File: src/rtl/equiv_pkg.sv
// rtl/equiv_pkg.sv - shared state encodings and helpers for the equivalence-check sequencer
package equiv_pkg;

  typedef enum logic [1:0] {
    ST_IDLE  = 2'd0,
    ST_APPLY = 2'd1,
    ST_CHECK = 2'd2,
    ST_DONE  = 2'd3
  } state_e;

  // True when the low 'width' bits of 'bits' are all 0 or all 1.
  function automatic logic all_equal(input logic [31:0] bits, input int unsigned width);
    logic [31:0] mask;
    mask = (width >= 32) ? 32'hffff_ffff : ((32'd1 << width) - 32'd1);
    return ((bits & mask) == 32'd0) || ((bits & mask) == mask);
  endfunction

endpackage

File: src/rtl/equiv_settle_timer.sv
// rtl/equiv_settle_timer.sv - per-vector settle counter; expired marks the last held cycle
module equiv_settle_timer #(
  parameter int SETTLE = 1
) (
  input  logic clk,
  input  logic rst,
  input  logic clr,
  input  logic en,
  output logic expired
);

  logic [7:0] cnt_q, cnt_d;

  always_comb begin
    cnt_d = cnt_q;
    if (clr) begin
      cnt_d = 8'd0;
    end else if (en) begin
      cnt_d = cnt_q + 8'd1;
    end
  end

  always_ff @(posedge clk) begin
    if (rst) begin
      cnt_q <= 8'd0;
    end else begin
      cnt_q <= cnt_d;
    end
  end

  assign expired = en && (cnt_q == 8'(SETTLE - 1));

endmodule

File: src/rtl/equiv_check_sequencer.sv
// rtl/equiv_check_sequencer.sv - sweeps every input vector and checks all implementation outputs agree
module equiv_check_sequencer
  import equiv_pkg::*;
#(
  parameter int N_IN   = 3,
  parameter int N_IMPL = 3,
  parameter int SETTLE = 1
) (
  input  logic              clk,
  input  logic              rst,
  input  logic              start,
  input  logic              abort,
  input  logic [N_IMPL-1:0] impl_out,
  output logic [N_IN-1:0]   vec_out,
  output logic              vec_valid,
  output logic              busy,
  output logic              done,
  output logic              pass,
  output logic [N_IN:0]     mismatch_count,
  output logic [N_IN-1:0]   first_fail_vec,
  output logic              first_fail_valid
);

  localparam logic [N_IN-1:0] VEC_MAX = '1;
  localparam logic [N_IN-1:0] VEC_ONE = N_IN'(1);
  localparam logic [N_IN:0]   MC_ONE  = (N_IN + 1)'(1);

  state_e            state_q, state_d;
  logic [N_IN-1:0]   vec_out_q, vec_out_d;
  logic              vec_valid_q, vec_valid_d;
  logic              busy_q, busy_d;
  logic              done_q, done_d;
  logic              pass_q, pass_d;
  logic [N_IN:0]     mismatch_count_q, mismatch_count_d;
  logic [N_IN-1:0]   first_fail_vec_q, first_fail_vec_d;
  logic              first_fail_valid_q, first_fail_valid_d;
  logic              clear_results;
  logic              expired;
  logic              mismatch;

  assign mismatch = (impl_out != '0) && (impl_out != '1);

  equiv_settle_timer #(
    .SETTLE(SETTLE)
  ) u_settle_timer (
    .clk    (clk),
    .rst    (rst),
    .clr    ((state_q != ST_APPLY) || expired),
    .en     (state_q == ST_APPLY),
    .expired(expired)
  );

  always_comb begin
    state_d            = state_q;
    vec_out_d          = vec_out_q;
    done_d             = done_q;
    pass_d             = pass_q;
    mismatch_count_d   = mismatch_count_q;
    first_fail_vec_d   = first_fail_vec_q;
    first_fail_valid_d = first_fail_valid_q;
    clear_results      = 1'b0;

    unique case (state_q)
      ST_IDLE: begin
        if (start && !abort) begin
          state_d       = ST_APPLY;
          clear_results = 1'b1;
        end
      end
      ST_APPLY: begin
        if (abort) begin
          state_d       = ST_IDLE;
          clear_results = 1'b1;
        end else if (expired) begin
          state_d = ST_CHECK;
        end
      end
      ST_CHECK: begin
        if (abort) begin
          state_d       = ST_IDLE;
          clear_results = 1'b1;
        end else begin
          if (mismatch) begin
            mismatch_count_d = mismatch_count_q + MC_ONE;
            if (!first_fail_valid_q) begin
              first_fail_vec_d   = vec_out_q;
              first_fail_valid_d = 1'b1;
            end
          end
          // Terminal compare comes first so vec_out never wraps past the last vector.
          if (vec_out_q == VEC_MAX) begin
            state_d = ST_DONE;
            done_d  = 1'b1;
            pass_d  = (mismatch_count_d == '0);
          end else begin
            vec_out_d = vec_out_q + VEC_ONE;
            state_d   = ST_APPLY;
          end
        end
      end
      ST_DONE: begin
        if (start) begin
          state_d       = abort ? ST_IDLE : ST_APPLY;
          clear_results = 1'b1;
        end
      end
      default: begin
        state_d       = ST_IDLE;
        clear_results = 1'b1;
      end
    endcase

    if (clear_results) begin
      vec_out_d          = '0;
      done_d             = 1'b0;
      pass_d             = 1'b0;
      mismatch_count_d   = '0;
      first_fail_vec_d   = '0;
      first_fail_valid_d = 1'b0;
    end

    busy_d      = (state_d == ST_APPLY) || (state_d == ST_CHECK);
    vec_valid_d = busy_d;
  end

  always_ff @(posedge clk) begin
    if (rst) begin
      state_q            <= ST_IDLE;
      vec_out_q          <= '0;
      vec_valid_q        <= 1'b0;
      busy_q             <= 1'b0;
      done_q             <= 1'b0;
      pass_q             <= 1'b0;
      mismatch_count_q   <= '0;
      first_fail_vec_q   <= '0;
      first_fail_valid_q <= 1'b0;
    end else begin
      state_q            <= state_d;
      vec_out_q          <= vec_out_d;
      vec_valid_q        <= vec_valid_d;
      busy_q             <= busy_d;
      done_q             <= done_d;
      pass_q             <= pass_d;
      mismatch_count_q   <= mismatch_count_d;
      first_fail_vec_q   <= first_fail_vec_d;
      first_fail_valid_q <= first_fail_valid_d;
    end
  end

  assign vec_out          = vec_out_q;
  assign vec_valid        = vec_valid_q;
  assign busy             = busy_q;
  assign done             = done_q;
  assign pass             = pass_q;
  assign mismatch_count   = mismatch_count_q;
  assign first_fail_vec   = first_fail_vec_q;
  assign first_fail_valid = first_fail_valid_q;

endmodule

File: config.mk
export PLATFORM = sky130hd
export DESIGN_NAME = equiv_check_sequencer
export DESIGN_NICKNAME = d
export VERILOG_FILES = /design/src/rtl/equiv_pkg.sv /design/src/rtl/equiv_settle_timer.sv /design/src/rtl/equiv_check_sequencer.sv
export SDC_FILE = /design/constraint.sdc
export NUM_CORES = 1
export LEC_CHECK = 0
export CAP_MARGIN = 20
export CORE_ASPECT_RATIO = 0.5
export CORE_MARGIN = 5
export CORE_UTILIZATION = 46
export DETAILED_ROUTE_END_ITERATION = 10
export GPL_TIMING_DRIVEN = 0
export PLACE_DENSITY = 0.79
export REMOVE_ABC_BUFFERS = 1
export SYNTH_ARGS = -nofsm -noshare
export SYNTH_HDL_FRONTEND = slang
export SYNTH_SLANG_ARGS = --single-unit
File: constraint.sdc
create_clock -name clk -period 1.43 [get_ports clk]
set_input_delay 0.286 -clock clk [delete_from_list [all_inputs] [get_ports clk]]
set_output_delay 0.286 -clock clk [all_outputs]
set_load 0.02 [all_outputs]
==> flow_summary.yaml <==
setup_path:
  path_delay_family: "flip-flops"
  cp_max_fo: 5
  path_buf_inv: 2
  worstPathCellList: "inv_4 > ha_4 > nand2b_4 > buf_4 > nor2_1 > a311oi_2 > xor2_1 > nor2_1"
  max_stage_delay_ps: 390
  rrSetupSlack_ps: -160
  start_kind: "flop"
  critPathKind: "flop to flop"
  worst_path_max_delay_cell: "dfxtp_4"
  crit_path_end_kind: "flop"
  critical_path_required_ps: 1590
  critical-path-top-cell-by-count: "nor2_1"
  crit_arrival_ps: 1740
die:
  num_io_pins: 22
  initial_core_util: 0.4729
  rows: 13
  dieWidth_um: 82.23
  dieArea_um2: 3792
  die_y_um: 46.12
  core_um2: 2537
power:
  p_leak_nw: 0.7318
  ir_drop_v: 0.0004214
  power_density_nw_per_um2: 905.9
route:
  wl_per_cell_um: 15.64
  detail-route-antenna-nets: 0
  drc: 0
  vias_per_cell: 5.330
  firstDrtPassIters: 4
  drt_iter0_drc: 93
  postRouteWirelength_um: 3316
  vias: 1130
sta:
  fmax_ghz: 0.6303
  holdWs_ps: 471.5
  rsz0062_at_grt: "true"
  period_share: 1.110
  slew_violations: 0
  setup_viol: 16
  min_period_ps: 1587
  hold_violations: 0
  relSlewSlack: 0.7212
  fin_ws_ps: -156.6
  tightest_slew_ps: 416.0
  skew_ps: 4.494
global_routing:
  grt-ovfl-total: 0
  grt_pass1_wl_um: 5016
  grt_pass1_vias: 1127
  grt_max_degree: 14
  use_met1: 0.1964
  use_met2: 0.3328
  use_met3: 0.03906
  top_usage_layer: "met2"
  grt_use_total: 0.1769
  antenna_found_initial: 0
yosys:
  synth_area_um2: 1200
  synthAdderAreaFrac: 0.09385
  synth_top_area_cell: "dfxtp_1"
  netlist_instances: 137
  synth_area_leaders: "dfxtp_1 40%, ha_1 9.4%, nor2_1 7.5%, xor2_1 5.8%, xnor2_1 2.9%"
  yosys_warnings: 0
  yosysTopAreaCellShare: 0.4004
  synth_seq_cells: 24
  synth_top_family_by_area: "simple AND/OR/NAND/NOR gates"
  avgSynthCellArea_um2: 8.758
  async_flop_share: 0
  yosys.area_share.simple: 0.2628
  synth_compound_area_frac: 0.09906
  synth_xor_xnor_area_share: 0.08759
  seq_area_frac_synth: 0.4004
  synth_edf_count: 0
  synthFlopType: "dfxtp_1"
  synth_cell_type_count: 34
  muxShareOfSynthArea: 0.02503
cts:
  cts_inserted_buffers: 3
  htreeDepth: 1
  cts.hold.buffers_added: 0
  cts-root-buf: "clkbuf_8"
  numClockSinks: 24
  cts_tree: "done"
  clk_pin_slew_worst_paths_ps: 80
  cts.path.max_buffers: 2
  clk_latency_ps: 270
status:
  outcome: "complete, but fails checks"
  violations: "setup timing"
flow_run:
  maxCapViolations: 0
placed_design:
  gp_congestion: 0.8121
  placed_area_um2: 1445
  place_hpwl_um: 1764
  port_buffers: 21
layout:
  final_cell_mix: "24 x nor2_1, 19 x dlygate4sd2_1, 18 x dfxtp_1"
  syn_to_final_growth_pct: 50.68
  final_common_cell: "nor2_1"
  diodes: 0
  final_area_um2: 1808
  drive_above_1_share: 0.3371
  n_fill_cell: 169
  fin_nets: 192
hold_path:
  hold_class: "flop to flop"
[state kept, by name (all words and copies together), names as in the netlist]
register and cells:
pass 1, first_fail_vec 3, done 1, vec_out 3, mismatch_count 4, state_q 2
first_fail_valid 1, u_settle_timer.cnt_q 8, busy 1
[tightest hold or removal path, stage by stage (launching register included)]
cell,delay [ps]
dfxtp_1,320
nand2b_1,60
a21oi_1,50
[layout make-up]
| class | count | area, µm² | share of cell area |
|---|---|---|---|
| Clock buffer | 4 | 55.05 | 0.03045 |
| Inverter | 7 | 31.28 | 0.01730 |
| Multi-Input combinational cell | 104 | 863.3 | 0.4775 |
| Sequential cell | 24 | 493.0 | 0.2727 |
| Tap cell | 37 | 46.29 | 0.02561 |
| Timing Repair Buffer | 36 | 319.1 | 0.1765 |
[layer usage]
metal,up-vias,routed length [µm]
li1,542,-
met1,553,1398
met2,30,1751
met3,5,132
met4,0,34
met5,-,0
[kinds of logic after synthesis]
group | after synthesis
xor gates and xnor gates | 12
muxes | 3
adders and majority gates | 9
DFF | 24
AOI/OAI and AO/OA | 19
buffers and inverters | 9
and+or+nand+nor | 61
[synthesized netlist by cell type, types with 3 or more instances]
library cell and n:
a21oi_1 6, dfxtp_1 24, ha_1 9, inv_1 7, mux2i_1 3, nand2_1 9, nand2b_1 3, nand3_1 5
nor2_1 24, nor2b_1 3, nor3_1 4, o21ai_0 5, xnor2_1 4, xor2_1 8
[worst paths after layout]
path,startpoint,end,depth (start not counted)
worst min-delay path,pass,pass,2
worst min register to register,pass,pass,2
worst max-delay path,state_q[0],busy,8
worst max register to register,state_q[0],busy,8
[stage by stage]
stage                     utilization  instances  power (W)  setup TNS [ps]  setup WS [ps]
final                          0.7125        212   0.001638          -950.3         -156.6
after detailed placement       0.5695        193   0.001045           -8508         -658.2
after CTS                      0.6859        209   0.001618          -547.8         -115.5
after global placement         0.5695        193   0.001035           -8006         -615.3
after global routing           0.7125        212   0.001709           -2306         -221.6
after floorplan                     -        135  0.0009295           -2552         -185.3
[timing repair]
| item | in CTS | in global routing |
|---|---|---|
| resized for setup | 62 | 11 |
| endpoints found under the setup margin | 37 | 24 |
| buffers inserted | 12 | 3 |
| pin swaps | 11 | 9 |
[where the power goes]
group	total, W	internal [W]	leakage, nW	switching [W]
Clock	0.000456	0.000246	0.0288	0.000210
Combinational	0.000444	0.000203	0.506	0.000240
Sequential	0.000738	0.000699	0.197	0.0000391
Total	0.00164	0.00115	0.732	0.000489
Note: power is estimated with default switching activity, not from simulation.
